==> src/rtl/sudoku_pkg.sv <==
// Shared types, seven-segment glyphs and the hex-digit decoder for the sudoku status monitor.
// No latency: declarations and pure functions only.
// No backpressure: nothing here holds state.
package sudoku_pkg;

    typedef enum logic [1:0] {
        VIEW_ROW = 2'd0,
        VIEW_COL = 2'd1,
        VIEW_BLK = 2'd2
    } view_mode_e;

    typedef enum logic [1:0] {
        ST_IDLE    = 2'd0,
        ST_RUN     = 2'd1,
        ST_SUCCESS = 2'd2,
        ST_FAILURE = 2'd3
    } status_e;

    // Active-low segments, bit0 = a ... bit6 = g
    localparam logic [6:0] SEG_S     = 7'b0010010;
    localparam logic [6:0] SEG_F     = 7'b0001110;
    localparam logic [6:0] SEG_DASH  = 7'b0111111;
    localparam logic [6:0] SEG_BLANK = 7'b1111111;
    localparam logic [6:0] SEG_ZERO  = 7'b1000000;

    function automatic logic [6:0] hex_to_seg(input logic [3:0] v);
        logic [6:0] seg;
        case (v)
            4'h0: seg = 7'b1000000;
            4'h1: seg = 7'b1111001;
            4'h2: seg = 7'b0100100;
            4'h3: seg = 7'b0110000;
            4'h4: seg = 7'b0011001;
            4'h5: seg = 7'b0010010;
            4'h6: seg = 7'b0000010;
            4'h7: seg = 7'b1111000;
            4'h8: seg = 7'b0000000;
            4'h9: seg = 7'b0010000;
            4'hA: seg = 7'b0001000;
            4'hB: seg = 7'b0000011;
            4'hC: seg = 7'b1000110;
            4'hD: seg = 7'b0100001;
            4'hE: seg = 7'b0000110;
            default: seg = 7'b0001110;
        endcase
        return seg;
    endfunction

endpackage

==> src/rtl/key_debounce.sv <==
// Synchronise and debounce one raw active-low push button, emitting a one-cycle press pulse.
// Latency: 2 sync cycles + DEBOUNCE_CYCLES stable cycles before the level/pulse changes.
// No backpressure: free-running, the press pulse is a single cycle and must be consumed at once.
module key_debounce #(
    parameter int DEBOUNCE_CYCLES = 250000
) (
    input  logic clock,
    input  logic reset,
    input  logic key_n,
    output logic pressed,
    output logic press_pulse
);
    localparam int CNTW = $clog2(DEBOUNCE_CYCLES + 1);

    logic            sync1_q, sync1_d;
    logic            sync2_q, sync2_d;
    logic            db_q, db_d;
    logic            pulse_q, pulse_d;
    logic [CNTW-1:0] cnt_q, cnt_d;
    logic            sync_pressed;

    // Debounce counter: accept the new level only after it has differed for the full window
    always_comb begin
        sync1_d      = key_n;
        sync2_d      = sync1_q;
        sync_pressed = ~sync2_q;
        db_d         = db_q;
        cnt_d        = '0;
        pulse_d      = 1'b0;
        if (sync_pressed != db_q) begin
            if (cnt_q == CNTW'(DEBOUNCE_CYCLES - 1)) begin
                db_d    = sync_pressed;
                pulse_d = sync_pressed;
            end else begin
                cnt_d = cnt_q + 1'b1;
            end
        end
    end

    // Synchroniser, counter and debounced state; reset parks the key in the released level
    always_ff @(posedge clock) begin
        if (reset) begin
            sync1_q <= 1'b1;
            sync2_q <= 1'b1;
            db_q    <= 1'b0;
            pulse_q <= 1'b0;
            cnt_q   <= '0;
        end else begin
            sync1_q <= sync1_d;
            sync2_q <= sync2_d;
            db_q    <= db_d;
            pulse_q <= pulse_d;
            cnt_q   <= cnt_d;
        end
    end

    assign pressed     = db_q;
    assign press_pulse = pulse_q;

endmodule

==> src/rtl/sudoku_monitor.sv <==
// Board status/debug monitor: solver status FSM, elapsed-seconds timer, debounced cursor/view keys, 7-seg and LED drive.
// Latency: all outputs registered; one cycle after the causing input/state change (keys add debounce delay).
// No backpressure: inputs are sampled every cycle; key presses are single-cycle events.
module sudoku_monitor
    import sudoku_pkg::*;
#(
    parameter int ORDER           = 3,
    parameter int DEBOUNCE_CYCLES = 250000,
    parameter int TICKS_PER_SEC   = 50000000,
    localparam int LEN            = ORDER * ORDER,
    localparam int CW             = $clog2(LEN)
) (
    input  logic          clock,
    input  logic          reset,
    input  logic          key_cursor_n,
    input  logic          key_view_n,
    input  logic          started,
    input  logic          done_success,
    input  logic          done_failure,
    input  logic [CW-1:0] cursor_row,
    input  logic [CW-1:0] cursor_col,
    input  logic [LEN-1:0] occ_row,
    input  logic [LEN-1:0] occ_col,
    input  logic [LEN-1:0] occ_blk,
    output logic [LEN-1:0] leds,
    output logic [1:0]    view_mode,
    output logic [6:0]    hex_status,
    output logic [20:0]   hex_sec,
    output logic [6:0]    hex_row,
    output logic [6:0]    hex_col
);
    localparam int PW = (TICKS_PER_SEC > 1) ? $clog2(TICKS_PER_SEC) : 1;

    logic cursor_press, view_press;
    logic cursor_level_unused, view_level_unused;

    key_debounce #(.DEBOUNCE_CYCLES(DEBOUNCE_CYCLES)) u_key_cursor (
        .clock       (clock),
        .reset       (reset),
        .key_n       (key_cursor_n),
        .pressed     (cursor_level_unused),
        .press_pulse (cursor_press)
    );

    key_debounce #(.DEBOUNCE_CYCLES(DEBOUNCE_CYCLES)) u_key_view (
        .clock       (clock),
        .reset       (reset),
        .key_n       (key_view_n),
        .pressed     (view_level_unused),
        .press_pulse (view_press)
    );

    status_e        state_q, state_d;
    logic [6:0]     hex_status_q, hex_status_d;
    view_mode_e     view_q, view_d;
    logic [LEN-1:0] leds_q, leds_d;
    logic [CW-1:0]  row_q, row_d, col_q, col_d;
    logic [6:0]     hex_row_q, hex_row_d, hex_col_q, hex_col_d;
    logic [PW-1:0]  presc_q, presc_d;
    logic [11:0]    sec_q, sec_d;
    logic [20:0]    hex_sec_q, hex_sec_d;
    logic [3:0]     row_nib, col_nib;

    // Status FSM state register
    always_ff @(posedge clock) begin
        if (reset) state_q <= ST_IDLE;
        else       state_q <= state_d;
    end

    // Status FSM next state; success beats failure when both arrive together
    always_comb begin
        state_d = state_q;
        case (state_q)
            ST_IDLE: if (started) state_d = ST_RUN;
            ST_RUN: begin
                if (done_success)      state_d = ST_SUCCESS;
                else if (done_failure) state_d = ST_FAILURE;
            end
            default: if (started) state_d = ST_RUN;
        endcase
    end

    // Status FSM output: glyph of the state being entered so it shows the cycle after the transition
    always_comb begin
        case (state_d)
            ST_RUN:     hex_status_d = SEG_DASH;
            ST_SUCCESS: hex_status_d = SEG_S;
            ST_FAILURE: hex_status_d = SEG_F;
            default:    hex_status_d = SEG_BLANK;
        endcase
    end

    // Elapsed timer: clears on (re)start, counts BCD seconds in RUN, saturates at 999, zero in IDLE
    always_comb begin
        presc_d = presc_q;
        sec_d   = sec_q;
        if (state_q == ST_IDLE && state_d == ST_IDLE) begin
            presc_d = '0;
            sec_d   = '0;
        end else if (started && state_d == ST_RUN) begin
            presc_d = '0;
            sec_d   = '0;
        end else if (state_q == ST_RUN) begin
            if (presc_q == PW'(TICKS_PER_SEC - 1)) begin
                presc_d = '0;
                if (sec_q != 12'h999) begin
                    if (sec_q[3:0] != 4'd9) begin
                        sec_d[3:0] = sec_q[3:0] + 4'd1;
                    end else begin
                        sec_d[3:0] = 4'd0;
                        if (sec_q[7:4] != 4'd9) begin
                            sec_d[7:4] = sec_q[7:4] + 4'd1;
                        end else begin
                            sec_d[7:4]  = 4'd0;
                            sec_d[11:8] = sec_q[11:8] + 4'd1;
                        end
                    end
                end
            end else begin
                presc_d = presc_q + 1'b1;
            end
        end
        hex_sec_d = {hex_to_seg(sec_q[11:8]), hex_to_seg(sec_q[7:4]), hex_to_seg(sec_q[3:0])};
    end

    // Cursor latch, view-mode stepping, LED mask select and hex cursor glyphs
    always_comb begin
        row_d = row_q;
        col_d = col_q;
        if (cursor_press) begin
            row_d = cursor_row;
            col_d = cursor_col;
        end
        view_d = view_q;
        if (view_press) begin
            case (view_q)
                VIEW_ROW: view_d = VIEW_COL;
                VIEW_COL: view_d = VIEW_BLK;
                default:  view_d = VIEW_ROW;
            endcase
        end
        case (view_q)
            VIEW_ROW: leds_d = occ_row;
            VIEW_COL: leds_d = occ_col;
            default:  leds_d = occ_blk;
        endcase
        row_nib         = '0;
        col_nib         = '0;
        row_nib[CW-1:0] = row_q;
        col_nib[CW-1:0] = col_q;
        hex_row_d       = hex_to_seg(row_nib);
        hex_col_d       = hex_to_seg(col_nib);
    end

    // Datapath and output registers
    always_ff @(posedge clock) begin
        if (reset) begin
            hex_status_q <= SEG_BLANK;
            presc_q      <= '0;
            sec_q        <= '0;
            hex_sec_q    <= {SEG_ZERO, SEG_ZERO, SEG_ZERO};
            view_q       <= VIEW_ROW;
            leds_q       <= '0;
            row_q        <= '0;
            col_q        <= '0;
            hex_row_q    <= SEG_ZERO;
            hex_col_q    <= SEG_ZERO;
        end else begin
            hex_status_q <= hex_status_d;
            presc_q      <= presc_d;
            sec_q        <= sec_d;
            hex_sec_q    <= hex_sec_d;
            view_q       <= view_d;
            leds_q       <= leds_d;
            row_q        <= row_d;
            col_q        <= col_d;
            hex_row_q    <= hex_row_d;
            hex_col_q    <= hex_col_d;
        end
    end

    assign leds       = leds_q;
    assign view_mode  = view_q;
    assign hex_status = hex_status_q;
    assign hex_sec    = hex_sec_q;
    assign hex_row    = hex_row_q;
    assign hex_col    = hex_col_q;

endmodule

==> config.mk <==
export PLATFORM = sky130hd
export DESIGN_NAME = sudoku_monitor
export DESIGN_NICKNAME = d
export VERILOG_FILES = /design/src/rtl/sudoku_pkg.sv /design/src/rtl/key_debounce.sv /design/src/rtl/sudoku_monitor.sv
export SDC_FILE = /design/constraint.sdc
export NUM_CORES = 1
export LEC_CHECK = 0
export BUFFER_PORTS_ARGS = -buffer_cell sky130_fd_sc_hd__buf_2
export CORE_MARGIN = 2
export CORE_UTILIZATION = 56
export CTS_BUF_LIST = sky130_fd_sc_hd__clkbuf_4 sky130_fd_sc_hd__clkbuf_8
export CTS_CLUSTER_SIZE = 10
export DETAILED_ROUTE_END_ITERATION = 8
export PLACE_DENSITY = 0.8
export RECOVER_POWER = 25
export SLEW_MARGIN = 20
export SYNTH_ARGS = -nofsm -noshare
export SYNTH_HDL_FRONTEND = slang
export SYNTH_HIERARCHICAL = 1
export SYNTH_SLANG_ARGS = --single-unit
export TNS_END_PERCENT = 1
==> constraint.sdc <==
create_clock -name clock -period 3.4 [get_ports clock]
set_clock_uncertainty 0.05 [all_clocks]
set_input_delay 0.34 -clock clock [delete_from_list [all_inputs] [get_ports clock]]
set_output_delay 0.34 -clock clock [all_outputs]
set_load 0.02 [all_outputs]
==> summary.txt, run 1 <==
Run status
  – Status: finished, final reports clean

Synth
  – Top-area cell type share of the netlist area: 42.1%
  – Top cell type by total area after synthesis: dfxtp_1
  – Syn_nets: 831
  – Gate Count Post-Synth: 754
  – Top_reg_cell synth: dfxtp_1
  – Post-synthesis sequential area ratio: 42.1%
  – Top post-synthesis cells by area: dfxtp_1, nor2_1, ha_1
  – Asr flop ratio synth: 0%
  – EDFF count, synth: 0
  – Yosys reg bits: 142
  – YS warnings: 6
  – Yosys cell types: 56
  – Synthesized area per cell: 8.95 um^2
  – Post-Syn Area: 6750 um^2

Floorplan
  – Ports: 95
  – # rows: 40
  – Die area: 13000 um^2
  – Chip height: 114 um
  – Core Footprint: 11900 um^2
  – Die span in x: 114 um
  – Initial core utilization: 56.7%

Detailed routing
  – DRC viols: 0
  – Routed len/inst: 14.0 um
  – Final WL: 13.9 mm
  – Initial drt markers: 410
  – Vias per cell: 5.68
  – DR pass1 iterations: 5
  – Via Count: 5628
  – Post-route ant nets: 0

Power
  – VDD IR max: 0.375 mV
  – Clk pwr share: 43.2%
  – PwrDens: 415 nW/um^2
  – NetSw: 0.000694 W
  – Sw Share: 21.9%
  – Cell internal pwr: 0.00247 W
  – Combinational share of power: 3.5%
  – Sequential power share: 53.3%
  – Leakage: 2.63 nW

Final layout
  – Storage element area: 2840 um^2
  – Ant diodes: 0
  – Multi-input gate area: 3680 um^2
  – Final core occ: 64.0%
  – Proportion of layout cells with a drive suffix above 1: 14.1%
  – Layout fillers: 991
  – Synthesis-to-finish area growth: 12.9%
  – Fin nets: 908
  – Finished Cell Area: 7620 um^2

Worst hold path
  – Worst Hold Class: input pin to flip-flop

STA
  – Max Slew Vio Count: 0
  – Final Hold Viols: 0
  – RSZ-0062 raised after global routing: false
  – Setup_tns: 0 ns
  – Finish-stage setup viols: 0
  – Max_slew headroom: 46.9%
  – Worst hold slack: 0.0658 ns
  – Peak Freq: 432 MHz
  – Tmin final: 2.32 ns
  – Ratio of final minimum period to clock period: 68.1%
  – Worst-Margin Slew: 0.795 ns

Place
  – Post-DP HPWL: 9.91 mm
  – DP Area: 7240 um^2
  – Port bufs: 93
  – Placer Congestion: 0.870

GRT
  – Tot GR Track Use: 22.3%
  – Vias in the first global route: 5269
  – Antenna violations before repair: 0
  – Global-route wire length before repair: 23.5 mm
  – Total grt overflow: 0
  – Pin count of the biggest net entering global routing: 65

Clock network
  – CTS tree: yes
  – Worst-path clk slew: 0.08 ns
  – Clock Latency Late Sink: 0.46 ns
  – H-tree depth: 4
  – Post-CTS sizing: 0
  – Postcts setup bufs: 0
  – Clock sinks: 142
  – TritonCTS Buffers: 17
  – Clock Tree Root: clkbuf_8
  – Clock Path Buffers: 2

Worst setup path
  – Critical-path maximum fanout: 25
  – WP data required: 3.66 ns
  – Data arrival time of the worst path: 2.58 ns
  – CP endpoint kind: flip-flop
  – Critical path startpoint category: flip-flop
  – Kind of critical path: flip-flop to flip-flop

Run
  – Maximum capacitance violations: 0
## final timing paths
| kind | start | depth (start not counted) | end | slack (ns) |
|---|---|---|---|---|
| max reg2reg | presc_q[0] | 6 | presc_q[22] | 1.08 |
| max | presc_q[0] | 6 | presc_q[22] | 1.08 |
| min reg2reg | u_key_cursor/sync1_q | 1 | u_key_cursor/sync2_q | 0.37 |
| min | occ_blk[0] | 3 | leds[0] | 0.07 |
## cells in the mapped netlist, drive strengths merged (5+ instances only)
master,instances
a211oi,26
a21oi,47
a311oi,7
and3,12
buf,13
clkbuf,25
dfxtp,142
ha,35
inv,16
mux2i,27
nand2,35
nand2b,6
nand3,31
nand3b,7
nand4,24
nand4b,5
nor2,128
nor2b,11
nor3,14
nor4,17
o211ai,7
o21ai,16
or2,8
or3b,5
xnor2,32
xor2,25
## power groups by stage
| stage | Sequential, W | Combinational (W) | Clock, W |
|---|---|---|---|
| final | 0.00168 | 0.000111 | 0.00137 |
| after global routing | 0.00169 | 0.000123 | 0.00147 |
| after CTS | 0.00168 | 0.000114 | 0.00140 |
| after detailed placement | 0.00172 | 0.000111 | 0 |
| after global placement | 0.00172 | 0.000108 | 0 |
| after floorplan | 0.00173 | 0.0000538 | 0 |
## cell families (layout without fill, tap and decap cells)
kind of cell               after synthesis  in the layout  share of synthesized area [%]
AOI/OAI and AO/OA                      117            117                           11.3
xor gates and xnor gates                57             57                           7.39
adders and majority gates               35             35                           6.49
buffers and inverters                   54            144                           3.45
DFF                                    142            142                           42.1
muxes                                   28             28                           4.17
other                                    1              1                         0.0555
and+or+nand+nor                        320            320                           25.1
## area by class of cell
| class | instances | share of cell area (%) |
|---|---|---|
| multi-input cells | 558 | 48.2 |
| clock inverters | 12 | 1.89 |
| inverters | 16 | 0.788 |
| clock buffers | 20 | 3.45 |
| well taps | 147 | 2.41 |
| repair buffers | 96 | 5.91 |
| flip-flops and latches | 142 | 37.3 |
## critical path, cell delays in order, from the launching register on
cell       delay (ns)
dfxtp_1          0.37
ha_1             0.21
nand3_1          0.15
nand4bb_4        0.29
or2_1            0.34
nand2_1          0.63
nor2_1           0.11
## state kept, by name (all words and copies together) (netlist names)
signal,count
presc_q,26
hex_sec,21
u_key_cursor/cnt_q,18
u_key_view/cnt_q,18
sec_q,12
leds,9
hex_col,7
hex_row,7
col_nib,4
hex_status,4
row_nib,4
state_q,2
view_mode,2
u_key_cursor/press_pulse,1
u_key_cursor/pressed,1
u_key_cursor/sync1_q,1
u_key_cursor/sync2_q,1
u_key_view/press_pulse,1
u_key_view/pressed,1
u_key_view/sync1_q,1
u_key_view/sync2_q,1
## cell usage in the layout, fill, tap and decap left out, types with 6 or more instances in the layout
cell and count:
a211oi_1 26, a21oi_1 47, a311oi_1 7, and3_1 10, buf_2 59, clkbuf_1 34
clkbuf_8 18, clkinv_2 6, dfxtp_1 142, ha_1 35, inv_1 16, mux2i_1 27
nand2_1 35, nand2b_1 6, nand3_1 29, nand3b_1 6, nand4_1 22, nor2_1 128
nor2b_1 11, nor3_1 12, nor4_1 17, o211ai_1 7, o21ai_0 14, xnor2_1 32
xor2_1 25
## layer usage
metal  track usage, %  vias to the layer above  share of wire, %  routed length, um
li1                 -                     2801                 -                  -
met1             26.6                     2649                44               6170
met2             37.5                      145                48               6690
met3             5.15                       33               4.7                648
met4             11.6                        0               2.6                356
met5                0                        -                 0                  0
## per-stage QoR
step,worst slack [ns],power (W),cells
floorplan,1.55,0.00179,754
finish,1.08,0.00316,991
global placement,1.21,0.00183,957
global route,0.833,0.00328,991
detailed placement,1.11,0.00183,957
CTS,1.08,0.00319,991
## what timing repair did
item	4_1_cts	5_1_grt
hold endpoints to repair	2	0
endpoints found under the setup margin	0	0
hold buffers	2	0
Note: power is estimated with default switching activity, not from simulation.
==> run 2, diff against run 1 <==
- clock period: 3.4 -> 2.3 ns (I/O delays scaled with it)
==> run 2 against run 1 <==
Net effect: critical path depth fell by 1; core utilization rose by 2.4 points; sequential share of layout area fell by 1.4 points; clock-buffer cell count did not move; worst hold slack got worse by 0.043 ns; critical endpoint is now sec_q[7].
==> summary.txt, run 2 (synthesized netlist as in run 1, its figures left out) <==
Worst hold path
  – Worst Hold Class: input pin to flip-flop
  – Hold EP: hex_status[4]
  – Worst hold start: started
  – Hold Path Cell Cnt: 2

Place
  – Placer Congestion: 0.895
  – Post-DP HPWL: 9.82 mm
  – Port bufs: 93
  – DP Area: 7290 um^2
  – Placement Setup Slack: 0.253 ns

Floorplan
  – Core Footprint: 11900 um^2
  – Ports: 95
  – # rows: 40
  – Initial core utilization: 56.7%
  – Die area: 13000 um^2
  – Chip height: 114 um
  – Die span in x: 114 um

Worst setup path
  – CP endpoint kind: flip-flop
  – Data arrival time of the worst path: 2.40 ns
  – WP data required: 2.57 ns
  – Critical path startpoint category: flip-flop
  – Kind of critical path: flip-flop to flip-flop
  – R2R Setup Slk: 0.16 ns
  – Worst R2R Start: presc_q[8]
  – Reg2reg path depth: 5
  – Critical-path maximum fanout: 9
  – Worst r2r dst: sec_q[7]

Clock network
  – TritonCTS Buffers: 17
  – Clock Tree Root: clkbuf_8
  – Clock Path Buffers: 2
  – CTS tree: yes
  – H-tree depth: 4
  – Worst-path clk slew: 0.08 ns
  – Clock Latency Late Sink: 0.45 ns
  – Clock sinks: 142

Detailed routing
  – DRC viols: 0
  – Final WL: 14.3 mm
  – Vias per cell: 5.60
  – Via Count: 5679
  – Routed len/inst: 14.1 um
  – Post-route ant nets: 0
  – Initial drt markers: 404
  – DR pass1 iterations: 6

GRT
  – Vias in the first global route: 5385
  – Pin count of the biggest net entering global routing: 50
  – Tot GR Track Use: 22.7%
  – Global-route wire length before repair: 24.0 mm
  – Total grt overflow: 0
  – Antenna violations before repair: 0

Final layout
  – Most frequent cells in the layout: dfxtp_1, nor2_1, buf_2
  – Most flops, register: presc_q
  – Ant diodes: 0
  – Max reg flops: 26
  – Fin nets: 931
  – Finished Cell Area: 7910 um^2
  – Synthesis-to-finish area growth: 17.2%
  – Proportion of layout cells with a drive suffix above 1: 14.6%
  – Most common cell after layout, fill and taps aside: dfxtp_1

STA
  – Peak Freq: 468 MHz
  – Final Hold Viols: 0
  – Post-route setup slack: 0.165 ns
  – Finish-stage setup viols: 0
  – Worst-Margin Slew: 0.685 ns
  – Ratio of final minimum period to clock period: 92.8%
  – Max_slew headroom: 54.3%
  – Setup_tns: 0 ns
  – RSZ-0062 raised after global routing: true
  – Worst hold slack: 0.0226 ns
  – Tmin final: 2.14 ns
  – Max Slew Vio Count: 0

Power
  – PwrDens: 637 nW/um^2
  – Leakage: 2.76 nW
  – VDD IR max: 0.295 mV

Run status
  – Status: finished, final reports clean

Run
  – Maximum capacitance violations: 0
[run 2: layout make-up]
| cell class | instances | area, um^2 |
|---|---|---|
| Multi-Input combinational cell | 558 | 3680 |
| Clock inverter | 12 | 215 |
| Tap cell | 147 | 184 |
| Inverter | 16 | 60.1 |
| Timing Repair Buffer | 119 | 662 |
| Clock buffer | 20 | 263 |
| Fill cell | 953 | 4000 |
| Sequential cell | 142 | 2840 |
[run 2: where the power goes]
part           leakage (nW)  total, W  switching (W)  internal (W)
Combinational          1.37  0.000192       0.000111     0.0000805
Clock                 0.239   0.00235       0.000909       0.00144
Sequential             1.15   0.00249      0.0000117       0.00248
Total                  2.76   0.00504        0.00103       0.00400
[run 2: worst max-delay path, cell delays in order (launching register included)]
cell	delay, ns
dfxtp_1	0.37
nor4b_1	0.42
nand4_1	0.29
or2_1	0.40
o311ai_0	0.35
o21ai_0	0.13
[run 2: how the worst max path moves through the flow]
stage,startpoint,end,slack [ns]
floorplan,presc_q[0],sec_q[3],0.45
global placement,sec_q[5],sec_q[10],0.33
detailed placement,sec_q[5],sec_q[10],0.25
CTS,presc_q[8],sec_q[10],0.18
global route,presc_q[8],presc_q[7],-0.008
finish,presc_q[8],sec_q[7],0.16
[run 2: timing repair]
item                                    in CTS  in global routing
buffers inserted                             0                  0
resized for setup                            0                  2
endpoints found under the setup margin       0                  3
hold buffers                                18                  0
hold endpoints to repair                    18                  0
[run 2: routing by layer]
metal / track usage (%) / part of all wire [%] / up-vias
li1: - / - / 2841
met1: 26.7 / 44 / 2673
met5: 0 / 0 / -
met2: 38.9 / 50 / 135
met3: 6.38 / 4.3 / 30
met4: 9.84 / 1.8 / 0
[run 2: through the flow]
stage               std cells  total power (W)  util [%]
finish                   1014          0.00504      66.4
global route             1014          0.00521      66.4
CTS                      1014          0.00508      66.7
detailed placement        964          0.00271      61.2
global placement          964          0.00271      61.2
floorplan                 754          0.00264         -
==> run 3, diff against run 2 <==
- RECOVER_POWER: 25 -> not set
==> run 3 against run 2 <==
Net effect: combinational power about the same; worst hold slack got worse by 0.0026 ns; non-clock buffer count is the same; critical endpoint unchanged; power is 0.12% higher; critical path depth unchanged; maximum frequency hardly changed; via count about the same; routed wire length is essentially flat; largest power group unchanged.
==> summary.txt, run 3 (synthesized netlist as in run 1, its figures left out) <==
Floorplan
  – Die span in x: 114 um
  – Core Footprint: 11900 um^2
  – # rows: 40
  – Chip height: 114 um
  – Die area: 13000 um^2
  – Ports: 95
  – Initial core utilization: 56.7%

Worst setup path
  – CP endpoint kind: flip-flop
  – CP peak stage delay: 0.42 ns
  – Sequence of cells on the critical path: nor4b_1, nand4_1, or2_1, o311ai_0, o21ai_0
  – Critical path startpoint category: flip-flop
  – CP max-delay cell: nor4b_1
  – Data arrival time of the worst path: 2.41 ns
  – Critical-path maximum fanout: 9
  – Kind of critical path: flip-flop to flip-flop
  – WP data required: 2.57 ns

Power
  – PwrDens: 634 nW/um^2
  – VDD IR max: 0.298 mV
  – Leakage: 2.90 nW

STA
  – Max Slew Vio Count: 0
  – Ratio of final minimum period to clock period: 92.8%
  – Peak Freq: 468 MHz
  – Max_slew headroom: 53.7%
  – Finish-stage setup viols: 0
  – Final Hold Viols: 0
  – Tmin final: 2.14 ns
  – Setup_tns: 0 ns
  – Worst-Margin Slew: 0.694 ns
  – RSZ-0062 raised after global routing: true

Detailed routing
  – Final WL: 14.3 mm
  – Initial drt markers: 400
  – Routed len/inst: 14.1 um
  – DRC viols: 0
  – Via Count: 5683
  – Vias per cell: 5.60
  – DR pass1 iterations: 7
  – Post-route ant nets: 0

GRT
  – Total grt overflow: 0
  – Global-route wire length before repair: 24.0 mm
  – Pin count of the biggest net entering global routing: 50
  – Tot GR Track Use: 22.7%
  – Antenna violations before repair: 0
  – Vias in the first global route: 5385

Run
  – Maximum capacitance violations: 0

Clock network
  – Clock sinks: 142
  – Clock Tree Root: clkbuf_8
  – H-tree depth: 4
  – CTS tree: yes
  – Worst-path clk slew: 0.08 ns
  – Clock Latency Late Sink: 0.45 ns
  – Postcts setup bufs: 0
  – Clock Path Buffers: 2
  – TritonCTS Buffers: 17

Final layout
  – Most frequent cells in the layout: dfxtp_1, nor2_1, buf_2
  – Fin nets: 931
  – Most common cell after layout, fill and taps aside: dfxtp_1
  – Max reg flops: 26
  – Most flops, register: presc_q
  – Final std cells w/o fill: 1014
  – Proportion of layout cells with a drive suffix above 1: 18.7%
  – Ant diodes: 0
  – Synthesis-to-finish area growth: 17.8%

Place
  – Placer Congestion: 0.895
  – Placed Cells: 964
  – Post-DP HPWL: 9.82 mm
  – Port bufs: 93

Run status
  – Status: finished, final reports clean

Worst hold path
  – Worst Hold Class: input pin to flip-flop
==> run 3: cell count changes in the layout (fill, tap and decap cells not counted), sizes merged <==
| cell | delta |
|---|---|
| clkbuf | -35 |
| buf | +35 |
==> run 3: report_power, final <==
group	leakage [nW]	switching [W]	total [W]	internal [W]
registers	1.15	0.0000115	0.00249	0.00248
clock network	0.239	0.000913	0.00236	0.00144
logic	1.51	0.000112	0.000195	0.0000829
total	2.90	0.00104	0.00504	0.00401
==> run 3: layout make-up <==
cell class / count / area, um^2
clock buffer: 20 / 263
clock inverter: 12 / 215
fill: 934 / 3960
inverter: 16 / 60.1
multi-input combinational: 558 / 3680
sequential: 142 / 2840
tap: 147 / 184
timing repair buffer: 119 / 706
==> run 3: worst paths after layout <==
path                                to  cells after the start  slack (ns)                  from
setup / recovery              sec_q[7]                      5        0.16            presc_q[8]
hold / removal           hex_status[4]                      2        0.02               started
setup reg to reg              sec_q[7]                      5        0.16            presc_q[8]
hold reg to reg   u_key_cursor/sync2_q                      1        0.36  u_key_cursor/sync1_q
==> run 3: per-stage QoR <==
stage | total power, W | setup slack [ns] | utilization [%] | hold WS, ns | cell area (um^2)
global route | 0.00521 | -0.00778 | 66.8 | 0.000287 | 7950
global placement | 0.00271 | 0.330 | 61.2 | 0.351 | 7290
finish | 0.00504 | 0.165 | 66.8 | 0.0199 | 7950
detailed placement | 0.00271 | 0.253 | 61.2 | 0.343 | 7290
floorplan | 0.00264 | 0.455 | - | 0.257 | 6750
CTS | 0.00508 | 0.176 | 66.7 | 0.00102 | 7950
==> run 3: worst max-delay path: cells and delay by family (launching register included) <==
family,cells,cell delay (ns)
and+or+nand+nor,3,1.11
DFF,1,0.37
AOI/OAI and AO/OA,2,0.48
==> run 3: layer usage <==
metal | vias to the layer above | GRT usage, % | wire, um
met3 | 30 | 6.38 | 622
met4 | 0 | 9.84 | 316
li1 | 2841 | - | -
met1 | 2674 | 26.7 | 6290
met5 | - | 0 | 0
met2 | 138 | 38.9 | 7110
==> run 3: what timing repair did <==
action	4_1_cts	5_1_grt
gates resized for setup	0	2
hold endpoints to repair	18	0
endpoints found under the setup margin	0	3
hold buffers	18	0
